===== src/rtl/fir_filter_core.sv =====
// rtl/fir_filter_core.sv - sequential 4-tap FIR engine with one time-multiplexed multiplier
module fir_filter_core (
  input  logic        clk,
  input  logic        n_rst,
  input  logic [15:0] sample_data,
  input  logic        data_ready,
  input  logic        new_coefficient_set,
  input  logic [15:0] fir_coefficient,
  output logic [1:0]  coefficient_num,
  output logic        modwait,
  output logic [15:0] fir_out,
  output logic        err
);

  typedef enum logic [3:0] {
    IDLE,
    LOAD0, LOAD1, LOAD2, LOAD3,
    MAC0, MAC1, MAC2, MAC3,
    RESULT
  } state_t;

  state_t state, next_state;

  logic [15:0]        coef [4];
  logic [15:0]        taps [4];
  logic [15:0]        pend_data;
  logic               pend;
  logic signed [34:0] acc;

  logic [1:0]  mac_idx;
  logic        mac_sub;
  logic [31:0] product;
  logic        busy_latch;

  always_comb begin
    next_state = state;
    case (state)
      IDLE: begin
        if (new_coefficient_set)
          next_state = LOAD0;
        else if (data_ready || pend)
          next_state = MAC0;
      end
      LOAD0:   next_state = LOAD1;
      LOAD1:   next_state = LOAD2;
      LOAD2:   next_state = LOAD3;
      LOAD3:   next_state = IDLE;
      MAC0:    next_state = MAC1;
      MAC1:    next_state = MAC2;
      MAC2:    next_state = MAC3;
      MAC3:    next_state = RESULT;
      RESULT:  next_state = IDLE;
      default: next_state = IDLE;
    endcase
  end

  // Outputs depend on the state register only.
  always_comb begin
    coefficient_num = 2'd0;
    mac_idx         = 2'd0;
    case (state)
      LOAD1:   coefficient_num = 2'd1;
      LOAD2:   coefficient_num = 2'd2;
      LOAD3:   coefficient_num = 2'd3;
      MAC1:    mac_idx = 2'd1;
      MAC2:    mac_idx = 2'd2;
      MAC3:    mac_idx = 2'd3;
      default: begin
        coefficient_num = 2'd0;
        mac_idx         = 2'd0;
      end
    endcase
  end

  assign modwait    = (state != IDLE);
  assign mac_sub    = mac_idx[0];
  assign product    = {16'h0000, coef[mac_idx]} * {16'h0000, taps[mac_idx]};
  // MAC0 still sees the sample that launched it, so it must not re-capture it.
  assign busy_latch = data_ready && (state != IDLE) && (state != MAC0);

  always_ff @(posedge clk or negedge n_rst) begin
    if (!n_rst) begin
      state     <= IDLE;
      pend      <= 1'b0;
      pend_data <= 16'h0000;
      acc       <= '0;
      fir_out   <= 16'h0000;
      err       <= 1'b0;
      for (int i = 0; i < 4; i++) begin
        coef[i] <= 16'h0000;
        taps[i] <= 16'h0000;
      end
    end else begin
      state <= next_state;
      if (busy_latch) begin
        pend      <= 1'b1;
        pend_data <= sample_data;
      end
      case (state)
        IDLE: begin
          if (new_coefficient_set) begin
            if (data_ready) begin
              pend      <= 1'b1;
              pend_data <= sample_data;
            end
          end else if (data_ready || pend) begin
            taps[3] <= taps[2];
            taps[2] <= taps[1];
            taps[1] <= taps[0];
            taps[0] <= data_ready ? sample_data : pend_data;
            pend    <= 1'b0;
            acc     <= '0;
          end
        end
        LOAD0, LOAD1, LOAD2, LOAD3: coef[coefficient_num] <= fir_coefficient;
        MAC0, MAC1, MAC2, MAC3: begin
          if (mac_sub)
            acc <= acc - $signed({3'b000, product});
          else
            acc <= acc + $signed({3'b000, product});
        end
        RESULT: begin
          if (acc < 35'sd0) begin
            fir_out <= 16'h0000;
            err     <= 1'b1;
          end else if (acc > 35'sh0FFFFFFFF) begin
            fir_out <= 16'hFFFF;
            err     <= 1'b1;
          end else begin
            fir_out <= acc[31:16];
            err     <= 1'b0;
          end
        end
        default: ;
      endcase
    end
  end

endmodule


===== config.mk =====
export PLATFORM = sky130hd
export DESIGN_NAME = fir_filter_core
export DESIGN_NICKNAME = d
export VERILOG_FILES = /design/src/rtl/fir_filter_core.sv
export SDC_FILE = /design/constraint.sdc
export NUM_CORES = 1
export LEC_CHECK = 0
export ABC_CLOCK_PERIOD_IN_PS = 14200
export BUFFER_PORTS_ARGS = -buffer_cell sky130_fd_sc_hd__buf_2
export CAP_MARGIN = 15
export CORE_MARGIN = 4
export CORE_UTILIZATION = 25
export DETAILED_ROUTE_END_ITERATION = 10
export PLACE_DENSITY = 0.46
export SLEW_MARGIN = 20
export SYNTH_ARGS = -nofsm -noshare
export SYNTH_HDL_FRONTEND = slang
export SYNTH_SLANG_ARGS = --single-unit
export TNS_END_PERCENT = 20

===== constraint.sdc =====
create_clock -name clk -period 14.2 [get_ports clk]
set_input_delay 0.71 -clock clk [delete_from_list [all_inputs] [get_ports clk]]
set_output_delay 0.71 -clock clk [all_outputs]
set_load 0.03 [all_outputs]

==> results of run 1 <==
## layout by cell type (no fill, tap or decap), types with 9 or more instances in the layout
master	instances
xnor2_1	33
dfrtp_1	201
nor3_1	17
mux2_2	80
and2_1	22
ha_1	139
o21ai_1	18
o21ai_0	103
nor2b_1	9
xor2_1	48
a22oi_1	28
o21a_1	28
buf_2	54
mux2i_1	45
inv_1	258
nor2_1	166
nand2_1	371
a21o_1	30
a21oi_1	61
fa_1	195
clkbuf_16	25
nand2b_1	10
nand3_1	47
o31ai_1	29
buf_4	36
## state kept, by name, indices dropped and copies added, names as in the netlist
| name | count |
|---|---|
| taps | 64 |
| acc | 35 |
| pend_data | 16 |
| coef | 64 |
| fir_out | 16 |
| pend | 1 |
| state | 4 |
| err | 1 |
## final timing paths
kind	slack (ns)	to
setup / recovery	1.44	acc[34]
hold / removal	0.09	acc[0]
setup reg to reg	1.44	acc[34]
hold reg to reg	0.47	fir_out[8]
max in group asynchronous	12.59	coef[41]
min in group clk	0.41	pend_data[15]
## worst reg2reg max path: cells and delay by family, from the launching register on
family          cells  cell delay, ns
flops               1            0.57
simple gates       10            2.59
mux                 1            0.21
xor+xnor            3            0.47
fa+ha+maj           8            3.90
buf+inv             8            1.42
compound gates     13            3.48
## cell families (layout without fill, tap and decap cells)
logic type	count (synthesis)	in the layout	synth area share, %
buffers and inverters	349	396	6.75
DFF	201	201	25.8
muxes	125	125	6.92
and+or+nand+nor	698	698	15.3
xor gates and xnor gates	81	81	3.63
AOI/OAI and AO/OA	378	378	12.7
adders and majority gates	334	334	28.9
## per-layer routing
| layer | vias to the layer above | wire length (um) | GRT usage, % |
|---|---|---|---|
| met3 | 73 | 2270 | 1.40 |
| met2 | 311 | 27200 | 23.2 |
| met5 | - | 13 | 0 |
| li1 | 7211 | - | - |
| met4 | 2 | 1360 | 3.61 |
| met1 | 7682 | 25000 | 18.1 |
## per-stage QoR
step / instances / hold slack [ns] / setup slack [ns] / cell area, sq um / utilization, %
floorplan: 2166 / 0.414 / 3.18 / 19500 / -
global placement: 3209 / 0.458 / 1.94 / 21100 / 27.2
detailed placement: 3209 / 0.461 / 1.42 / 21100 / 27.2
CTS: 3252 / 0.374 / 1.38 / 22000 / 28.3
global route: 3253 / 0.124 / 0.388 / 22000 / 28.4
finish: 3253 / 0.0936 / 1.44 / 22000 / 28.4
## cell type report
type                       instances  area (sq um)
timing repair buffer              93           594
multi-input combinational       1616         13200
tap                             1040          1300
fill                            8284         55500
clock buffer                      36           717
sequential                       201          5030
inverter                         260           976
clock inverter                     7           134
## synth_stat cells, types with 5 or more instances
cell        n  share of area (%)
a211oi_1    8               0.31
a21o_1     30                1.2
a21oi_1    61                1.6
a221oi_1    8               0.36
a22oi_1    28                1.1
a31oi_1     8               0.26
and2_1     22               0.70
and3_1      8               0.26
clkbuf_1   83                1.6
dfrtp_1   201                 26
fa_1      195                 20
ha_1      139                8.9
inv_1     258                5.0
mux2_2     80                4.6
mux2i_1    45                2.3
nand2_1   371                7.1
nand2b_1   10               0.32
nand3_1    47                1.2
nand4_1     6               0.19
nor2_1    169                3.2
nor2b_1     9               0.29
nor3_1     20               0.51
o211ai_1    7               0.27
o21a_1     28                1.1
o21ai_0   104                2.7
o21ai_1    17               0.44
o31ai_1    29                1.1
o41ai_1     5               0.22
or2_2       7               0.22
or3_1       8               0.26
xnor2_1    33                1.5
xor2_1     48                2.2
==> results.cfg, run 1 <==
[cts]
ctsHoldBuffers = 0
clk_path_buf_depth = 3
cts_resized = 0
numCtsBuffers = 25
clk_pin_slew_ns = 0.06
cts_tree = done
cts_sinks = 201
clock_latency_ns = 0.55
clockRootBuffer = clkbuf_16
h-tree-depth = 1
postCtsSetupBuffers = 0

[setup_path]
crit_fanout = 22
crit_cells = 43
worstSetupEndpointType = flip-flop
r2r_cells = 43
critical_path_arrival_ns = 13.18
worstSetupPathType = flip-flop to flip-flop
worstPathRequired_ns = 14.63
r2r-start = state[3]
critPathMaxStageDelay_ns = 0.80
critical-path-slowest-cell = o21ai_1
path_buf_inv = 8
start_kind = flip-flop
critPathLaunch = state[3]
critPathTopFamily = adder cells

[timing]
hold_violations = 0
fmax_ghz = 0.0784
drv_slew = 0
rsz0062_at_grt = false
finalCritPeriodShare_pct = 89.8
min_period_ns = 12.76
fin_worst_skew_ns = 0.0111
finalSetupViolations = 0
worst_pin_slew_ns = 1.01
tns_ns = 0
slew_headroom_pct = 32.5

[floorplanning]
rows = 102
io_pins = 56
fp.coreArea_sq_um = 77500
start_util_pct = 25.2
die_y_um = 287
die_w_um = 287
die-area_sq_um = 82600

[global_routing]
overflow = 0
grt_first_pass_wirelength_um = 89000
track_usage_pct = 13.5
grt_max_degree = 120
grt_pass1_vias = 15784
antenna_found_initial = 1

[flow_run]
cap_violations = 0

[route]
ant_nets = 0
viasPerCell = 4.70
drt-pass1-iter-count = 6
routed_wl_um = 55900
drt-initial-drc-count = 947
wl_per_cell_um = 17.2
drc = 0
dr_total_vias = 15279

[placement]
io_buffers = 55
place.gp.congestion = 0.874
hpwl_um = 42800

[synth]
yosysUniqueCellTypes = 76
syn_nets = 2536
ys_async_sr_fraction_pct = 100
ys_seq_area_share_pct = 25.8
netlist_area_sq_um = 19500
yosys_warnings = 0
synthFlopType = dfrtp_1
syn_area_per_cell_sq_um = 9.01
netlist_instances = 2166
synth_edf_count = 0
ys_ff_latch = 201

[hold_path]
hold_class = primary input to async pin

[cells_and_area]
drive_above_1_share_pct = 11.3
diodes = 0
nNetsFinal = 2567
areaGrowthSynthToFinish_pct = 12.6

[outcome]
outcome = finished, final reports clean
Power of run 1 is left out: the tool's default activity adds up to more than one toggle a clock period on the data nets, which glitch-free logic cannot reach.
==> inputs of run 2 (changes only) <==
Settings changed: BUFFER_PORTS_ARGS -buffer_cell sky130_fd_sc_hd__buf_2 to -buffer_cell sky130_fd_sc_hd__clkbuf_2.
==> run 2 against run 1 <==
Against the previous run: core utilization is 0.14 points lower; die area stayed put; setup slack better by 0.13 ns; maximum frequency is 1.0% higher; routed wire length is 0.64% higher; global-route usage is 0.059 points higher; largest cell class unchanged.
==> results.cfg, run 2 (synthesized netlist as in run 1, its figures left out) <==
[outcome]
outcome = finished, final reports clean

[global_routing]
grt_pass1_vias = 15650
grt_first_pass_wirelength_um = 89500
overflow = 0
antenna_found_initial = 1
track_usage_pct = 13.6
grt_max_degree = 119

[flow_run]
cap_violations = 0

[floorplanning]
die_y_um = 287
die_w_um = 287
fp.coreArea_sq_um = 77500
io_pins = 56
start_util_pct = 25.2
die-area_sq_um = 82600
rows = 102

[cts]
cts_tree = done
clk_path_buf_depth = 3
clockRootBuffer = clkbuf_16
h-tree-depth = 1
cts_sinks = 201
ctsHoldBuffers = 0
cts_resized = 0
numCtsBuffers = 24
postCtsSetupBuffers = 0
clk_pin_slew_ns = 0.06
clock_latency_ns = 0.56

[route]
wl_per_cell_um = 17.3
drc = 0
drt-pass1-iter-count = 5
routed_wl_um = 56200
ant_nets = 0
viasPerCell = 4.71
drt-initial-drc-count = 833
dr_total_vias = 15296

[placement]
place.gp.congestion = 0.867
hpwl_um = 42900
io_buffers = 55

[cells_and_area]
areaGrowthSynthToFinish_pct = 12.0
largestRegisters = coef x64, taps x64, acc x35
layout_common_cells = nand2_1, inv_1, dfrtp_1, fa_1, nor2_1
diodes = 0
drive_above_1_share_pct = 11.3
final_common_cell = nand2_1
nNetsFinal = 2567

[timing]
tns_ns = 0
drv_slew = 0
finalCritPeriodShare_pct = 88.9
worst_pin_slew_ns = 1.03
slew_headroom_pct = 30.7
fmax_ghz = 0.0792
finalSetupViolations = 0
min_period_ns = 12.63
rsz0062_at_grt = false
hold_violations = 0
fin_worst_skew_ns = 0.0202

[setup_path]
worstPathRequired_ns = 14.63
worstSetupEndpointType = flip-flop
crit_fanout = 22
critical-path-slowest-cell = o21ai_1
worstSetupPathType = flip-flop to flip-flop
start_kind = flip-flop
critical_path_arrival_ns = 13.06
critPathMaxStageDelay_ns = 0.75

[hold_path]
hold_class = primary input to async pin
-- run 2: worst max-delay path: cells and delay by family (launching register included) --
family          cells  cell delay (ns)
mux                 1             0.19
flops               1             0.56
buf+inv             8             1.40
simple gates       10             2.52
compound gates     13             3.42
fa+ha+maj           8             3.94
xor+xnor            3             0.46
-- run 2: final cells by class --
cell class	instances	area, sq um
Fill cell	8287	55600
Multi-Input combinational cell	1616	13200
Sequential cell	201	5030
Tap cell	1040	1300
Inverter	260	976
Clock buffer	31	647
Timing Repair Buffer	94	602
Clock inverter	9	90.1
-- run 2: final timing paths --
path                                      from           end  slack (ns)  cells past startpoint
worst max-delay path                  state[3]       acc[34]        1.57                     43
worst min-delay path                     n_rst       acc[30]        0.05                      1
worst max register to register        state[3]       acc[34]        1.57                     43
worst min register to register      fir_out[8]    fir_out[8]        0.48                      2
max in group asynchronous                n_rst      coef[23]       12.58                      3
min in group clk                sample_data[3]  pend_data[3]        0.41                      2
-- run 2: per-layer routing --
layer	wire (um)	vias to the layer above	global-route usage, %
met2	27400	294	23.4
met5	13	-	0
met1	25500	7729	18.3
met4	1180	2	3.34
met3	2120	67	1.44
li1	-	7204	-
-- run 2: per-stage QoR --
step	utilization [%]	setup slack (ns)	cells	instance area, sq um	hold slack, ns
final	28.2	1.57	3251	21900	0.0453
after floorplan	-	3.18	2166	19500	0.414
after global placement	27.2	1.95	3210	21100	0.458
after CTS	28.2	1.52	3250	21800	0.384
after detailed placement	27.2	1.57	3210	21100	0.467
after global routing	28.2	0.483	3251	21900	0.0440
Power of run 2 is left out for the same reason.
==> inputs of run 3 (changes only) <==
Settings changed: GPL_TIMING_DRIVEN from default to 0.
==> run 3 against run 2 <==
Against the previous run: clock-buffer cell count increased by 2; routed wire length increased by 5.1%; non-clock buffer count increased by 60; largest cell class unchanged.
==> results.cfg, run 3 (synthesized netlist as in run 1, its figures left out) <==
[setup_path]
worstPathRequired_ns = 14.64
critPathMaxStageDelay_ns = 0.89
worstSetupEndpointType = flip-flop
crit_fanout = 10
critical_path_arrival_ns = 13.80
critical-path-slowest-cell = o21ai_1
worstSetupPathType = flip-flop to flip-flop
start_kind = flip-flop
crit_top_cell = fa_1

[cells_and_area]
layout_common_cells = nand2_1, inv_1, dfrtp_1, fa_1, nor2_1
drive_above_1_share_pct = 10.4
largestRegisters = coef x64, taps x64, acc x35
areaGrowthSynthToFinish_pct = 13.5
final_cells = 3315
nNetsFinal = 2627
final_common_cell = nand2_1
finish.instance_area_sq_um = 22200
diodes = 0

[timing]
slew_headroom_pct = 22.7
min_period_ns = 13.36
drv_slew = 0
fmax_ghz = 0.0748
finalCritPeriodShare_pct = 94.1
finalSetupViolations = 0
fin_worst_skew_ns = 0.0254
tns_ns = 0
fin_ws_ns = 0.840
worst_pin_slew_ns = 1.15
rsz0062_at_grt = false
hold_violations = 0

[floorplanning]
rows = 102
start_util_pct = 25.2
io_pins = 56
die_y_um = 287
fp.coreArea_sq_um = 77500
die-area_sq_um = 82600
die_w_um = 287

[global_routing]
grt_max_degree = 87
overflow = 0
antenna_found_initial = 1
grt_first_pass_wirelength_um = 92400
track_usage_pct = 14.2
grt_pass1_vias = 16090

[outcome]
outcome = finished, final reports clean

[cts]
clk_path_buf_depth = 3
numCtsBuffers = 24
cts_tree = done
clock_latency_ns = 0.56
clockRootBuffer = clkbuf_16
h-tree-depth = 1
postCtsSetupBuffers = 0
clk_pin_slew_ns = 0.06
cts_sinks = 201

[route]
ant_nets = 0
drc = 0
viasPerCell = 4.72
dr_total_vias = 15638
routed_wl_um = 59100
drt-initial-drc-count = 926
wl_per_cell_um = 17.8
drt-pass1-iter-count = 5

[placement]
place_area_sq_um = 21300
dp_slack_ns = 0.00383
hpwl_um = 47500
place.gp.congestion = 0.900
dp.cells = 3271
io_buffers = 54

[flow_run]
cap_violations = 0

[hold_path]
hold_class = primary input to async pin
run 3: cell types whose count changed in the layout (fill, tap and decap cells not counted), sizes merged:
cell           delta
buf              -25
clkdlybuf4s18     +1
clkbuf           +86
bufinv            +2
run 3: path summary, 6_finish.rpt:
kind / from / end / slack (ns) / cells past startpoint
hold reg to reg: taps[11] / taps[11] / 0.48 / 2
min in group clk: sample_data[10] / pend_data[10] / 0.41 / 2
max in group asynchronous: n_rst / coef[40] / 12.94 / 3
setup reg to reg: state[3] / acc[34] / 0.84 / 44
hold / removal: n_rst / acc[6] / 0.08 / 1
setup / recovery: state[3] / acc[34] / 0.84 / 44
run 3: what timing repair did:
item	4_1_cts	5_1_grt
cloned	0	0
pin swaps	0	0
setup endpoints to repair	1	6
resized for setup	1	9
hold buffers	0	0
run 3: through the flow:
| stage | util (%) | hold slack, ns |
|---|---|---|
| 3_5_place_dp | 27.5 | 0.463 |
| 3_3_place_gp | 27.2 | 0.459 |
| 2_1_floorplan | - | 0.414 |
| 4_1_cts | 28.6 | 0.0610 |
| 6_report | 28.6 | 0.0786 |
| 5_1_grt | 28.6 | 0.0954 |
run 3: critical path: cells and delay by family, from the launching register on:
family / cells / cell delay [ns]
flops: 1 / 0.40
mux: 1 / 0.14
fa+ha+maj: 8 / 3.69
simple gates: 12 / 3.62
xor+xnor: 3 / 0.48
buf+inv: 9 / 1.96
compound gates: 11 / 2.91
run 3: metal layers:
metal  global-route usage (%)  vias to the layer above  share of wire [%]
met2                     23.9                      354                 47
met5                        0                        -                  0
li1                         -                     7356                  -
met1                     18.8                     7835                 44
met3                     2.19                       93                5.1
met4                     4.47                        0                3.2
run 3: final cells by class:
type | count | area, sq um
fillers | 8278 | 55300
multi-input cells | 1616 | 13200
flip-flops and latches | 201 | 5030
well taps | 1040 | 1300
inverters | 260 | 976
clock buffers | 33 | 704
repair buffers | 65 | 399
plain buffers | 89 | 349
clock inverters | 11 | 156
Power of run 3 is left out for the same reason.
